`src/rtl/decode_fwd_stage.sv`:
```
// Decode stage with operand forwarding, hazard stall and a one-entry output register.
// Optional feature: define DECODE_ILLEGAL_TRAP_EN to flag unsupported opcodes via out_illegal.
module decode_fwd_stage #(
    parameter int XLEN  = 32,
    parameter int NFWD  = 2,
    parameter int CNT_W = 16
) (
    input  logic                 clk,
    input  logic                 rst,
    input  logic                 flush,
    input  logic                 in_valid,
    output logic                 in_ready,
    input  logic [31:0]          inst,
    input  logic [XLEN-1:0]      pc,
    input  logic [XLEN-1:0]      s1,
    input  logic [XLEN-1:0]      s2,
    input  logic [NFWD-1:0]      fwd_valid,
    input  logic [NFWD-1:0]      fwd_busy,
    input  logic [NFWD*5-1:0]    fwd_rd,
    input  logic [NFWD*XLEN-1:0] fwd_data,
    output logic                 out_valid,
    input  logic                 out_ready,
    output logic [XLEN-1:0]      out_op1,
    output logic [XLEN-1:0]      out_op2,
    output logic [XLEN-1:0]      out_imm,
    output logic [XLEN-1:0]      out_pc,
    output logic [4:0]           out_rs1,
    output logic [4:0]           out_rs2,
    output logic [4:0]           out_rd,
    output logic [6:0]           out_opcode,
    output logic [2:0]           out_funct3,
    output logic                 out_funct7b5,
    output logic                 out_map_en,
    output logic                 out_illegal,
    output logic [CNT_W-1:0]     stall_cnt
);

    localparam logic [6:0] OPC_OP     = 7'b0110011;
    localparam logic [6:0] OPC_OP_IMM = 7'b0010011;
    localparam logic [6:0] OPC_LOAD   = 7'b0000011;
    localparam logic [6:0] OPC_STORE  = 7'b0100011;
    localparam logic [6:0] OPC_BRANCH = 7'b1100011;
    localparam logic [6:0] OPC_LUI    = 7'b0110111;
    localparam logic [6:0] OPC_AUIPC  = 7'b0010111;
    localparam logic [6:0] OPC_JAL    = 7'b1101111;
    localparam logic [6:0] OPC_JALR   = 7'b1100111;

    logic [6:0] opcode;
    logic [4:0] rs1, rs2, rd;

    assign opcode = inst[6:0];
    assign rd     = inst[11:7];
    assign rs1    = inst[19:15];
    assign rs2    = inst[24:20];

    // Returns {stall, operand}; the lowest-index matching source wins.
    function automatic logic [XLEN:0] resolve(input logic [4:0] rs, input logic [XLEN-1:0] rf);
        logic [XLEN-1:0] data;
        logic            stall;
        logic            found;
        data  = rf;
        stall = 1'b0;
        found = 1'b0;
        for (int i = 0; i < NFWD; i++) begin
            if (!found && (fwd_valid[i] || fwd_busy[i]) && fwd_rd[i*5 +: 5] == rs) begin
                found = 1'b1;
                if (fwd_valid[i]) data = fwd_data[i*XLEN +: XLEN];
                else              stall = 1'b1;
            end
        end
        if (rs == 5'd0) begin
            data  = '0;
            stall = 1'b0;
        end
        return {stall, data};
    endfunction

    logic [XLEN:0]   res1, res2;
    logic            use_rs1, use_rs2;
    logic            hazard;
    logic [31:0]     imm32;
    logic [XLEN-1:0] imm_next;
    logic            map_en_next;
    logic            illegal_next;
    logic            xfer;

    always_comb begin
        res1 = resolve(rs1, s1);
        res2 = resolve(rs2, s2);

        use_rs1 = (opcode == OPC_OP) || (opcode == OPC_OP_IMM) || (opcode == OPC_LOAD) ||
                  (opcode == OPC_STORE) || (opcode == OPC_BRANCH) || (opcode == OPC_JALR);
        use_rs2 = (opcode == OPC_OP) || (opcode == OPC_STORE) || (opcode == OPC_BRANCH);
        hazard  = (use_rs1 && res1[XLEN]) || (use_rs2 && res2[XLEN]);

        case (opcode)
            OPC_OP_IMM, OPC_LOAD, OPC_JALR:
                imm32 = {{20{inst[31]}}, inst[31:20]};
            OPC_STORE:
                imm32 = {{20{inst[31]}}, inst[31:25], inst[11:7]};
            OPC_BRANCH:
                imm32 = {{19{inst[31]}}, inst[31], inst[7], inst[30:25], inst[11:8], 1'b0};
            OPC_LUI, OPC_AUIPC:
                imm32 = {inst[31:12], 12'b0};
            OPC_JAL:
                imm32 = {{11{inst[31]}}, inst[31], inst[19:12], inst[20], inst[30:21], 1'b0};
            default:
                imm32 = '0;
        endcase
        imm_next = XLEN'($signed(imm32));

        map_en_next = (rd != 5'd0) &&
                      ((opcode == OPC_OP) || (opcode == OPC_OP_IMM) || (opcode == OPC_LOAD) ||
                       (opcode == OPC_LUI) || (opcode == OPC_AUIPC) || (opcode == OPC_JAL) ||
                       (opcode == OPC_JALR));

`ifdef DECODE_ILLEGAL_TRAP_EN
        illegal_next = !(use_rs1 || (opcode == OPC_LUI) || (opcode == OPC_AUIPC) ||
                         (opcode == OPC_JAL));
`else
        illegal_next = 1'b0;
`endif
    end

    assign in_ready = !hazard && (!out_valid || out_ready);
    assign xfer     = in_valid && in_ready && !flush;

    always_ff @(posedge clk) begin
        if (rst) begin
            out_valid    <= 1'b0;
            out_op1      <= '0;
            out_op2      <= '0;
            out_imm      <= '0;
            out_pc       <= '0;
            out_rs1      <= '0;
            out_rs2      <= '0;
            out_rd       <= '0;
            out_opcode   <= '0;
            out_funct3   <= '0;
            out_funct7b5 <= 1'b0;
            out_map_en   <= 1'b0;
            out_illegal  <= 1'b0;
            stall_cnt    <= '0;
        end else begin
            if (flush)                      out_valid <= 1'b0;
            else if (xfer)                  out_valid <= 1'b1;
            else if (out_valid && out_ready) out_valid <= 1'b0;

            if (xfer) begin
                out_op1      <= res1[XLEN-1:0];
                out_op2      <= res2[XLEN-1:0];
                out_imm      <= imm_next;
                out_pc       <= pc;
                out_rs1      <= rs1;
                out_rs2      <= rs2;
                out_rd       <= rd;
                out_opcode   <= opcode;
                out_funct3   <= inst[14:12];
                out_funct7b5 <= inst[30];
                out_map_en   <= map_en_next;
                out_illegal  <= illegal_next;
            end

            if (in_valid && hazard && !flush && stall_cnt != '1)
                stall_cnt <= stall_cnt + CNT_W'(1);
        end
    end

endmodule

```
`config.mk`:
```
export PLATFORM = sky130hd
export DESIGN_NAME = decode_fwd_stage
export DESIGN_NICKNAME = d
export VERILOG_FILES = /design/src/rtl/decode_fwd_stage.sv
export SDC_FILE = /design/constraint.sdc
export NUM_CORES = 1
export LEC_CHECK = 0
export ABC_AREA = 1
export CAP_MARGIN = 5
export CORE_ASPECT_RATIO = 0.8
export CORE_MARGIN = 2
export CORE_UTILIZATION = 43
export DETAILED_ROUTE_END_ITERATION = 10
export PLACE_DENSITY_LB_ADDON = 0.08
export SYNTH_ARGS = -nofsm -noshare
export SYNTH_HDL_FRONTEND = slang
export SYNTH_SLANG_ARGS = --single-unit
```
`constraint.sdc`:
```
create_clock -name clk -period 2.3 [get_ports clk]
set_clock_uncertainty 0.2 [all_clocks]
set_input_delay 0.345 -clock clk [delete_from_list [all_inputs] [get_ports clk]]
set_output_delay 0.345 -clock clk [all_outputs]
set_load 0.005 [all_outputs]
```
=== Word level (Yosys, flattened, before mapping) ===
Cells that the tools add are included.

* Reductions and logical operators: 43
* Eq/ne operators: 14
* Add/sub/neg operators: 1
* Mux-type cells: 24

{| class="wikitable"
|+ Operators by type and width
! kind !! number
|-
| $mux 32 || 10
|-
| $pmux 32 s5 || 1
|-
| $eq 7x6->1 const B || 3
|-
| $eq 7x7->1 const B || 3
|-
| $eq 5x5->1 || 4
|-
| $add 16x1->16 const B || 1
|-
| $logic_and 1x1->1 || 16
|-
| $ne 16x16->1 const B || 1
|-
| $logic_or 1x1->1 || 15
|-
| $eq 7x5->1 const B || 2
|-
| $mux 1 || 13
|-
| $logic_not 5->1 || 2
|-
| $eq 7x2->1 const B || 1
|-
| $logic_not 1->1 || 5
|-
| $reduce_bool 5->1 || 1
|-
| $reduce_or 2->1 || 2
|-
| $reduce_or 3->1 || 1
|-
| $reduce_bool 2->1 || 1
|}

* Output and inout port bits: 174
* Input bits: 211
* Register bits: 172
* Word-level logic and storage cells: 95

=== Depth between registers and ports, before layout ===
Gate-level depths: netlist (run 1).

* Depth after elaboration: 15
* Gate-level depth with buffers: 14
* Depth with buffers taken out: 14

=== Worst setup path after synthesis (run 1) ===
OpenSTA, ideal clock, no wires.

* Kind: in2out
* Start point: input port inst[15]
* End point: output port in_ready
* Arrival time: 1506 ps
* Data required time: 1755 ps
* Path slack: 249 ps
* Cell stages on the path: 12
* Path through: inv_1 -> nand2_1 -> nand2_1 -> nor2_1 -> nand3_1 -> buf_2 -> nand2_1 -> nand3_2 -> nand2_2 -> nor2_4 -> buf_6 -> buf_4

* Cells in the longest elaborated chain, start to end: 12

{| class="wikitable"
|+ RTL lines
! item !! line !! RTL
|-
| start: declaration || 13 || <nowiki>input logic [31:0] inst,</nowiki>
|-
| $eq 5x5->1 || 65 || <nowiki>if (!found && (fwd_valid[i] || fwd_busy[i]) && fwd_rd[i*5 +: 5] == rs) begin</nowiki>
|-
| $logic_and 1x1->1 || 65 ||
|-
| $mux 1 || 65 ||
|-
| $logic_not 1->1 || 65 ||
|-
| $logic_and 1x1->1 (2 in series) || 65 ||
|-
| $mux 1 || 65 ||
|-
| $mux 1 (*) || 71 || <nowiki>if (rs == 5'd0) begin</nowiki>
|-
| $logic_and 1x1->1 (*) || 94 || <nowiki>hazard = (use_rs1 && res1[XLEN]) || (use_rs2 && res2[XLEN]);</nowiki>
|-
| $logic_or 1x1->1 (*) || 94 ||
|-
| $logic_not 1->1 (*) || 125 || <nowiki>assign in_ready = !hazard && (!out_valid || out_ready);</nowiki>
|-
| $logic_and 1x1->1 (*) || 125 ||
|-
| end: declaration || 12 || <nowiki>output logic in_ready,</nowiki>
|}

Mark *: on every way between the ends. The rest lies on a longest branch, timed or not.

=== Worst setup path after layout (run 1) ===
* Start point: input port inst[19]
* End point: output port in_ready

The elaborated chain is that of the path after synthesis.

==> results.py, run 1 <==
metrics = {
    "cells_and_area": {
        "fin_util_pct": 70.3,
        "final_nets": 2167,
        "drive_above_1_share_pct": 10.5,
        "final_cell_mix": "clkdlybuf4s50_1, nand2_1, a21oi_1, nand3_1, dfxtp_1",
        "stdcell_area_um2": 15300,
        "syn_to_final_growth_pct": 58.9,
        "layout.cells.non_filler": 2275,
        "final_common_cell": "clkdlybuf4s50_1",
    },
    "timing": {
        "slew_viol_final": 0,
        "tns_ps": 0,
        "finalCriticalPeriod_ps": 2220,
        "worst_pin_slew_ps": 582,
        "finalSetupViolations": 0,
        "finalHoldViolCount": 0,
        "max_slew_margin_pct": 61.0,
        "finalCritPeriodShare_pct": 96.7,
        "max_freq_mhz": 450,
    },
    "clock_tree": {
        "htreeDepth": 4,
        "clk_pin_slew_ps": 80,
        "cts_buffers": 17,
        "cts_tree": "built",
        "insertion_delay_ps": 440,
        "cts_root_buffer": "clkbuf_16",
        "cts.sinks": 172,
        "clockBufferDepth": 2,
    },
    "job": {
        "maxCapViolCount": 0,
    },
    "detailed_routing": {
        "avgViaCountPerCell": 5.34,
        "route.met3.wl_um": 4010,
        "wl_met2_um": 17600,
        "drtIter0Drc": 1106,
        "vias": 12100,
        "wl_met1_um": 18400,
        "drt-pass1-iter-count": 6,
        "totalWireLength_um": 41100,
        "top_layer": "met4",
        "wl_per_cell_um": 18.0,
        "drc": 0,
        "drtAntennaViolNets": 0,
    },
    "logic_synthesis": {
        "synthTopCellsByArea": "dfxtp_1, nand2_1, a21oi_1",
        "async_flop_share_pct": 0,
        "ys_warn_count": 0,
        "syn_inst": 1551,
        "yosysSeqAreaShare_pct": 35.8,
        "ys_seq_elements": 172,
        "synth_area_um2": 9620,
        "synth_edf_count": 0,
        "synth.largest_area_cell": "dfxtp_1",
        "postSynth.topFlopCell": "dfxtp_1",
        "syn-num-nets": 1763,
        "yosys.cell_types.count": 37,
        "avgSynthCellArea_um2": 6.20,
        "synth.top_cell.area_share_pct": 35.8,
    },
    "hold_path": {
        "hold_class": "primary input to flip-flop",
    },
    "status": {
        "outcome": "finished clean",
    },
    "critical_path": {
        "start_kind": "primary input",
        "arrival_ps": 1680,
        "worstSetupPathType": "primary input to output port",
        "worst-path-max-fanout": 5,
        "critPathCaptureType": "output port",
        "crit_required_ps": 1750,
    },
    "power_and_ir_drop": {
        "power_mw": 7.87,
        "irDropWorstVdd_uv": 446,
        "power_density_nw_per_um2": 515,
        "p_leak_nw": 6.57,
    },
    "floorplanning": {
        "die_x_um": 171,
        "io_pins": 385,
        "dieArea_um2": 23600,
        "start_util_pct": 44.2,
        "core_um2": 21700,
        "row_count": 48,
        "die_h_um": 138,
    },
    "placement": {
        "dp_cells": 2217,
        "gp_congestion": 0.901,
        "port_buffers": 383,
        "hpwl_um": 28000,
        "placedInstanceArea_um2": 14300,
    },
    "global_route": {
        "gr-total-overflow": 0,
        "grt_pass1_wl_um": 60300,
        "grt_max_degree": 109,
        "track_usage_pct": 32.8,
        "antenna_found_initial": 6,
        "grt_pass1_vias": 10900,
    },
}
[per-layer routing]
| metal | up-vias | global-route usage (%) |
|---|---|---|
| met5 | - | 0 |
| li1 | 5880 | - |
| met1 | 5591 | 46.8 |
| met4 | 0 | 11.0 |
| met3 | 71 | 8.33 |
| met2 | 597 | 48.0 |
[final timing paths]
check / startpoint / to / slack [ps] / cells past startpoint
setup / recovery: inst[19] / in_ready / 80 / 10
hold / removal: inst[17] / out_rs1[2] / 50 / 3
setup reg to reg: stall_cnt[0] / stall_cnt[11] / 260 / 12
hold reg to reg: out_op2[9] / out_op2[9] / 240 / 2
[layout make-up]
| type | instances | area, um^2 |
|---|---|---|
| repair buffers | 501 | 5060 |
| well taps | 300 | 375 |
| clock buffers | 18 | 439 |
| diodes | 7 | 17.5 |
| inverters | 169 | 634 |
| clock inverters | 14 | 170 |
| fillers | 1922 | 6460 |
| flip-flops and latches | 172 | 3440 |
| multi-input cells | 1094 | 5130 |
[kinds of logic after synthesis]
logic type / Yosys count / synth area share, %
compound gates: 355 / 19.3
xor+xnor: 4 / 0.364
fa+ha+maj: 1 / 0.130
buf+inv: 285 / 12.0
flops: 172 / 35.8
other cells: 1 / 0.0390
simple gates: 733 / 32.3
[registers in the layout (all words and copies together) (netlist names)]
signal        cells
out_imm          32
out_op1          32
out_op2          32
out_pc           32
stall_cnt        16
out_opcode        7
out_rd            5
out_rs1           5
out_rs2           5
out_funct3        3
out_funct7b5      1
out_map_en        1
out_valid         1
[critical path, stage by stage]
cell and delay, ps:
clkdlybuf4s15_2 230, buf_4 150, xor2_1 140, nor2_1 150
nand4_1 140, nand2_1 110, nand3_2 120, nand2_4 110
nor2_4 50, buf_2 120
[cell usage after synthesis (10+ instances only)]
cell type	instances
dfxtp_1	172
o22ai_1	33
nor3_1	12
o21ai_0	88
buf_4	12
clkbuf_1	69
a21oi_1	220
nor2_1	148
buf_2	22
buf_1	10
nand3_1	190
nand2_1	352
inv_1	164
nand4_1	17
[what timing repair did]
item | 4_1_cts | 5_1_grt
resized for setup | 62 | 31
cloned | 2 | 7
hold endpoints to repair | 0 | 0
pin swaps | 20 | 9
hold buffers | 0 | 0
setup endpoints to repair | 162 | 162
buffers inserted | 8 | 4
[per-stage QoR]
stage / hold slack (ps) / worst slack (ps)
after floorplan: 237 / 249
after global placement: 232 / -623
after detailed placement: 235 / -659
after CTS: 53.8 / 17.6
after global routing: 44.6 / -12.4
final: 46.0 / 76.3
[power breakdown]
part / switching (mW) / internal, mW / total [mW]
Combinational: 0.802 / 0.870 / 1.67
Clock: 1.44 / 1.59 / 3.03
Sequential: 0.0656 / 3.10 / 3.16
Total: 2.31 / 5.56 / 7.87
Power figures use the tool's default switching activity.
==> inputs of run 2 (changes only) <==
Settings changed: ABC_AREA 1 to default, CORE_AREA from default to 2 2 152 154, CORE_ASPECT_RATIO 0.8 to default, CORE_MARGIN 2 to default, CORE_UTILIZATION 43 to default, DIE_AREA from default to 0 0 154 156.
==> run 2 against run 1 <==
Net effect: the run now ends with negative setup slack left; critical path depth down 1; clock power is 1% lower; count of clock-buffer cells in the layout fell by 1; global-route usage down 4.7 points.
==> results.py, run 2 <==
metrics = {
    "status": {
        "outcome": "finished with violations",
        "failed_checks": "negative setup slack",
    },
    "logic_synthesis": {
        "synth.largest_area_cell": "dfxtp_1",
        "postSynth.topFlopCell": "dfxtp_1",
        "yosysSeqAreaShare_pct": 42.1,
        "async_flop_share_pct": 0,
        "synthTopCellsByArea": "dfxtp_1, nand2_1, a21oi_1",
        "synthTopCellsByCount": "nand2_1, dfxtp_1, a21oi_1",
        "ys_seq_elements": 172,
        "synth.top_cell.area_share_pct": 42.1,
        "synth.most_common_cell": "nand2_1",
        "avgSynthCellArea_um2": 7.91,
        "ys_warn_count": 0,
        "yosys.cell_types.count": 47,
        "synth_edf_count": 0,
        "syn-num-nets": 1246,
        "synth_area_um2": 8180,
        "syn_inst": 1034,
    },
    "timing": {
        "tns_ps": -35540,
        "worst_pin_slew_ps": 705,
        "timing.final.ws_setup_ps": -440,
        "rsz0062_at_grt": "true",
        "finalCritPeriodShare_pct": 119,
        "finalSetupViolations": 171,
        "whs_ps": 26.5,
        "max_slew_margin_pct": 53.0,
        "finalCriticalPeriod_ps": 2740,
        "max_freq_mhz": 365,
        "finalHoldViolCount": 0,
        "slew_viol_final": 0,
    },
    "cells_and_area": {
        "multi_input_area_um2": 6570,
        "register_area_um2": 3440,
        "syn_to_final_growth_pct": 114,
        "final_cell_mix": "clkdlybuf4s50_1, dfxtp_1, nand2_1, a21oi_2, nand2_4",
        "drive_above_1_share_pct": 40.6,
        "fill_cells": 1421,
        "final_common_cell": "clkdlybuf4s50_1",
        "final_nets": 1750,
        "layout.cells.non_filler": 1838,
    },
    "critical_path": {
        "cp_slowest_stage_delay_ps": 530,
        "critPathCaptureType": "output port",
        "reg2reg_depth": 7,
        "worst-path-max-fanout": 2,
        "start_kind": "primary input",
        "path_depth": 9,
        "r2r-start": "stall_cnt[4]",
        "crit_required_ps": 1750,
        "crit_family": "simple AND/OR/NAND/NOR gates",
        "worstSetupPathType": "primary input to output port",
        "path_cells": "buf_8, xnor2_2, nand3_2, or4_4, a2111o_1, buf_6, o21a_4, and2_4, buf_6",
        "rrSetupSlack_ps": 0,
        "crit_top_cell": "buf_6",
        "slowest_stage": "or4_4",
        "path_buf_inv": 3,
        "cp-startpoint": "fwd_rd[6]",
        "r2r_end": "stall_cnt[11]",
        "arrival_ps": 2190,
    },
    "placement": {
        "hpwl_um": 23500,
        "dp_cells": 1714,
        "port_buffers": 383,
        "gp_congestion": 0.889,
    },
    "global_route": {
        "grt_pass1_vias": 9411,
        "gr-total-overflow": 0,
        "grt_pass1_wl_um": 53200,
        "antenna_found_initial": 2,
        "track_usage_pct": 28.1,
        "grt_max_degree": 57,
    },
    "clock_tree": {
        "cts_buffers": 17,
        "clockBufferDepth": 2,
        "cts.sinks": 172,
        "htreeDepth": 4,
        "cts_tree": "built",
        "cts_root_buffer": "clkbuf_16",
        "insertion_delay_ps": 420,
        "ctsHoldBuffers": 0,
        "clk_pin_slew_ps": 70,
    },
    "floorplanning": {
        "io_pins": 385,
        "dieArea_um2": 24000,
        "row_count": 55,
        "start_util_pct": 36.6,
        "die_h_um": 156,
        "die_x_um": 154,
        "core_um2": 22400,
    },
    "detailed_routing": {
        "drtIter0Drc": 608,
        "totalWireLength_um": 40400,
        "avgViaCountPerCell": 5.56,
        "wl_per_cell_um": 22.0,
        "drt-pass1-iter-count": 7,
        "drc": 0,
        "vias": 10200,
        "drtAntennaViolNets": 0,
    },
    "power_and_ir_drop": {
        "p_leak_nw": 6.44,
        "power_mw": 8.30,
        "power_density_nw_per_um2": 475,
        "irDropWorstVdd_uv": 469,
    },
    "hold_path": {
        "min_path_cells": 3,
        "min_to": "out_opcode[1]",
        "hp-start": "inst[1]",
        "hold_class": "primary input to flip-flop",
    },
    "job": {
        "maxCapViolCount": 0,
    },
}
-- run 2: cell types whose count changed in the layout (fill, tap and decap cells not counted), sizes merged, moves of 75 or more --
| cell | before | now |
|---|---|---|
| o21ai | 90 | 7 |
| buf | 114 | 197 |
| nand3 | 192 | 19 |
| inv | 176 | 12 |
| nand2 | 354 | 267 |
| nor2 | 150 | 37 |
| a21oi | 220 | 145 |
-- run 2: per-stage QoR --
| step | utilization, % | area [um^2] | worst slack, ps |
|---|---|---|---|
| floorplan | - | 8960 | -348 |
| global placement | 60.6 | 13600 | -1120 |
| detailed placement | 60.6 | 13600 | -1130 |
| CTS | 68.8 | 15400 | -443 |
| global route | 78.1 | 17500 | -481 |
| finish | 78.1 | 17500 | -440 |
-- run 2: worst reg2reg max path, cell delays in order (launching register included) --
cell     delay (ps)
dfxtp_1         460
nand4_1         210
nor2_1          230
nand4_1         130
nand2_1         360
nor2_1          110
and3_4          200
mux2_4          290
-- run 2: where the power goes --
| group | internal [mW] | leakage, nW | switching (mW) | total [mW] |
|---|---|---|---|---|
| Combinational | 1.17 | 4.74 | 0.911 | 2.08 |
| Sequential | 3.11 | 1.40 | 0.114 | 3.22 |
| Clock | 1.56 | 0.292 | 1.43 | 2.99 |
-- run 2: final cells by class --
type / instances / area share [%]
Multi-Input combinational cell: 766 / 37.6
Timing Repair Buffer: 577 / 37.1
Sequential cell: 172 / 19.7
Clock buffer: 17 / 2.43
Tap cell: 285 / 2.04
Clock inverter: 15 / 1.00
Inverter: 4 / 0.0859
Antenna cell: 2 / 0.0286
-- run 2: cells by family (layout without fill, tap and decap cells) --
| family | count (synthesis) | in the layout | share of synthesized area, % |
|---|---|---|---|
| compound gates | 263 | 266 | 20.8 |
| xor+xnor | 20 | 20 | 2.14 |
| fa+ha+maj | 1 | 1 | 0.153 |
| buf+inv | 99 | 613 | 4.86 |
| flops | 172 | 172 | 42.1 |
| mux | 69 | 69 | 8.52 |
| other cells | 1 | 3 | 0.0458 |
| simple gates | 409 | 409 | 21.4 |
-- run 2: worst max-delay path by stage --
stage,slack [ps],end
3_3_place_gp,-1120,in_ready
3_5_place_dp,-1130,stall_cnt[5]
4_1_cts,-440,out_op2[6]
2_1_floorplan,-350,stall_cnt[14]
5_1_grt,-480,in_ready
6_report,-440,in_ready
-- run 2: layer usage --
layer	track usage, %	wire, um	vias up
li1	-	-	4716
met1	35.1	16200	4987
met2	47.2	19900	437
met3	7.39	3080	83
met4	9.26	1150	0
met5	0	0	-
-- run 2: repair_timing --
action                     in CTS  in global routing
setup endpoints to repair     173                173
cloned                         22                 24
buffers inserted               44                 30
pin swaps                      51                200
gates resized for setup       190                428
==> inputs of run 3 (changes only) <==
Settings changed: MAX_ROUTING_LAYER from default to met4, REMOVE_ABC_BUFFERS from default to 1.
==> run 3 against run 2 <==
Net effect: the flow still finishes with violations (negative setup slack); sequential power is 1% lower; first-iteration DRC count decreased by 8.2%; cell area is 15% lower; setup slack improved by 94 ps; count of clock-buffer cells in the layout stayed put; global-route usage decreased by 0.42 points; clock power rose by 3%; critical endpoint unchanged; highest routed layer unchanged.
==> results.py, run 3 (synthesis results as in run 2) <==
metrics = {
    "status": {
        "outcome": "finished with violations",
        "failed_checks": "negative setup slack",
    },
    "clock_tree": {
        "ctsHoldBuffers": 0,
        "clockBufferDepth": 2,
        "cts_buffers": 17,
        "clk_pin_slew_ps": 70,
        "cts.sinks": 172,
        "cts_tree": "built",
        "cts_root_buffer": "clkbuf_16",
        "insertion_delay_ps": 430,
        "htreeDepth": 4,
    },
    "critical_path": {
        "worst-path-max-fanout": 2,
        "rrSetupSlack_ps": 10,
        "critPathCaptureType": "output port",
        "start_kind": "primary input",
        "worstSetupPathType": "primary input to output port",
        "slowest_stage": "or4_1",
        "cp_slowest_stage_delay_ps": 500,
        "arrival_ps": 2100,
        "path_buf_inv": 2,
        "crit_required_ps": 1750,
        "path_cells": "buf_8, xnor2_4, nand3_2, or4_1, a2111o_1, o21a_4, and2_4, buf_6",
        "crit_family": "simple AND/OR/NAND/NOR gates",
    },
    "power_and_ir_drop": {
        "power_frac_comb_pct": 20.8,
        "p_leak_nw": 5.43,
        "swShare_pct": 27.4,
        "switchingPower_mw": 2.16,
        "pwr-share-seq_pct": 40.2,
        "clock_power_share_pct": 38.9,
        "p_int_mw": 5.73,
        "power_density_nw_per_um2": 533,
        "irDropWorstVdd_uv": 427,
    },
    "timing": {
        "finalCritPeriodShare_pct": 115,
        "finalCriticalPeriod_ps": 2650,
        "slew_viol_final": 0,
        "finalSetupViolations": 168,
        "finalHoldViolCount": 0,
        "max_freq_mhz": 378,
        "max_slew_margin_pct": 34.7,
        "worst_pin_slew_ps": 972,
        "rsz0062_at_grt": "true",
        "timing.final.ws_setup_ps": -346,
    },
    "floorplanning": {
        "die_x_um": 154,
        "die_h_um": 156,
        "start_util_pct": 36.6,
        "dieArea_um2": 24000,
        "io_pins": 385,
        "core_um2": 22400,
        "row_count": 55,
    },
    "placement": {
        "hpwl_um": 22900,
        "dp_slack_ps": -1160,
        "gp_congestion": 0.860,
        "port_buffers": 383,
    },
    "detailed_routing": {
        "drtAntennaViolNets": 0,
        "wl_per_cell_um": 19.8,
        "drtIter0Drc": 558,
        "avgViaCountPerCell": 5.36,
        "vias": 9553,
        "totalWireLength_um": 35200,
        "drt-pass1-iter-count": 5,
        "drc": 0,
    },
    "cells_and_area": {
        "drive_above_1_share_pct": 20.8,
        "syn_to_final_growth_pct": 81.2,
        "multi_input_area_um2": 4890,
        "fin_util_pct": 66.3,
        "final_common_cell": "clkdlybuf4s50_1",
        "final_nets": 1691,
        "fill_cells": 1914,
        "final_cell_mix": "clkdlybuf4s50_1, nand2_1, dfxtp_1, a21oi_1, buf_4",
        "register_area_um2": 3440,
    },
    "job": {
        "maxCapViolCount": 0,
    },
    "hold_path": {
        "hold_class": "primary input to flip-flop",
    },
    "global_route": {
        "track_usage_pct": 27.7,
        "grt_max_degree": 67,
        "antenna_found_initial": 4,
        "gr-total-overflow": 0,
        "grt_pass1_wl_um": 50600,
        "grt_pass1_vias": 9106,
    },
}
-- run 3: cell count changes in the layout (fill, tap and decap cells not counted), sizes merged --
cell	previous run	this run
dlymetal6s2s	4	1
bufinv	1	2
dlygate4sd2	3	7
clkdlybuf4s15	1	3
clkbuf	34	22
o211a	4	1
inv	12	11
buf	197	147
diode	2	4
bufbuf	0	3
-- run 3: layout make-up --
type                            instances  area share, %
Timing Repair Buffer                  521           37.0
Sequential cell                       172           23.2
Antenna cell                            4         0.0675
Clock inverter                         15           1.35
Inverter                                4          0.101
Clock buffer                           17           2.87
Multi-Input combinational cell        763           33.0
Tap cell                              285           2.41
-- run 3: path summary, 6_finish.rpt --
path              depth (start not counted)       endpoint          from
hold reg to reg                           2    out_op1[17]   out_op1[17]
setup / recovery                          8       in_ready      inst[17]
setup reg to reg                          7  stall_cnt[11]  stall_cnt[5]
hold / removal                            4     out_rs2[4]      inst[24]
-- run 3: repair_timing --
item / CTS / global route
gates cloned: 11 / 8
gates resized for setup: 144 / 115
setup buffers: 18 / 5
endpoints found under the setup margin: 173 / 172
pin swaps: 68 / 55
-- run 3: worst min-delay path: cells and delay by family --
family | cells | cell delay, ps
buffers and inverters | 2 | 240
AND/OR/NAND/NOR | 1 | 70
AO/OA/AOI/OAI | 1 | 50
-- run 3: power groups by stage --
| stage | clock, mW | sequential, mW | combinational [mW] |
|---|---|---|---|
| final | 3.07 | 3.18 | 1.64 |
| after global routing | 3.25 | 3.19 | 1.75 |
| after global placement | 0 | 3.24 | 1.38 |
| after detailed placement | 0 | 3.24 | 1.39 |
| after CTS | 3.13 | 3.17 | 1.52 |
| after floorplan | 0 | 3.25 | 0.413 |
-- run 3: metal layers --
| metal | track usage [%] | routed length, um |
|---|---|---|
| met1 | 33.2 | 14800 |
| met2 | 46.0 | 17100 |
| met3 | 5.78 | 2270 |
| met4 | 10.3 | 1150 |
| met5 | - | 0 |
-- run 3: stage by stage --
stage                     TNS [ps]  instances  area, um^2  hold WS [ps]  power (mW)
after floorplan            -778480        939        7800           214        3.66
after global placement     -178710       1707       12900           240        4.62
after detailed placement   -178750       1707       12900           245        4.63
after CTS                   -25830       1766       14200          92.3        7.82
after global routing        -49310       1781       14800           101        8.20
final                       -31600       1781       14800           111        7.89
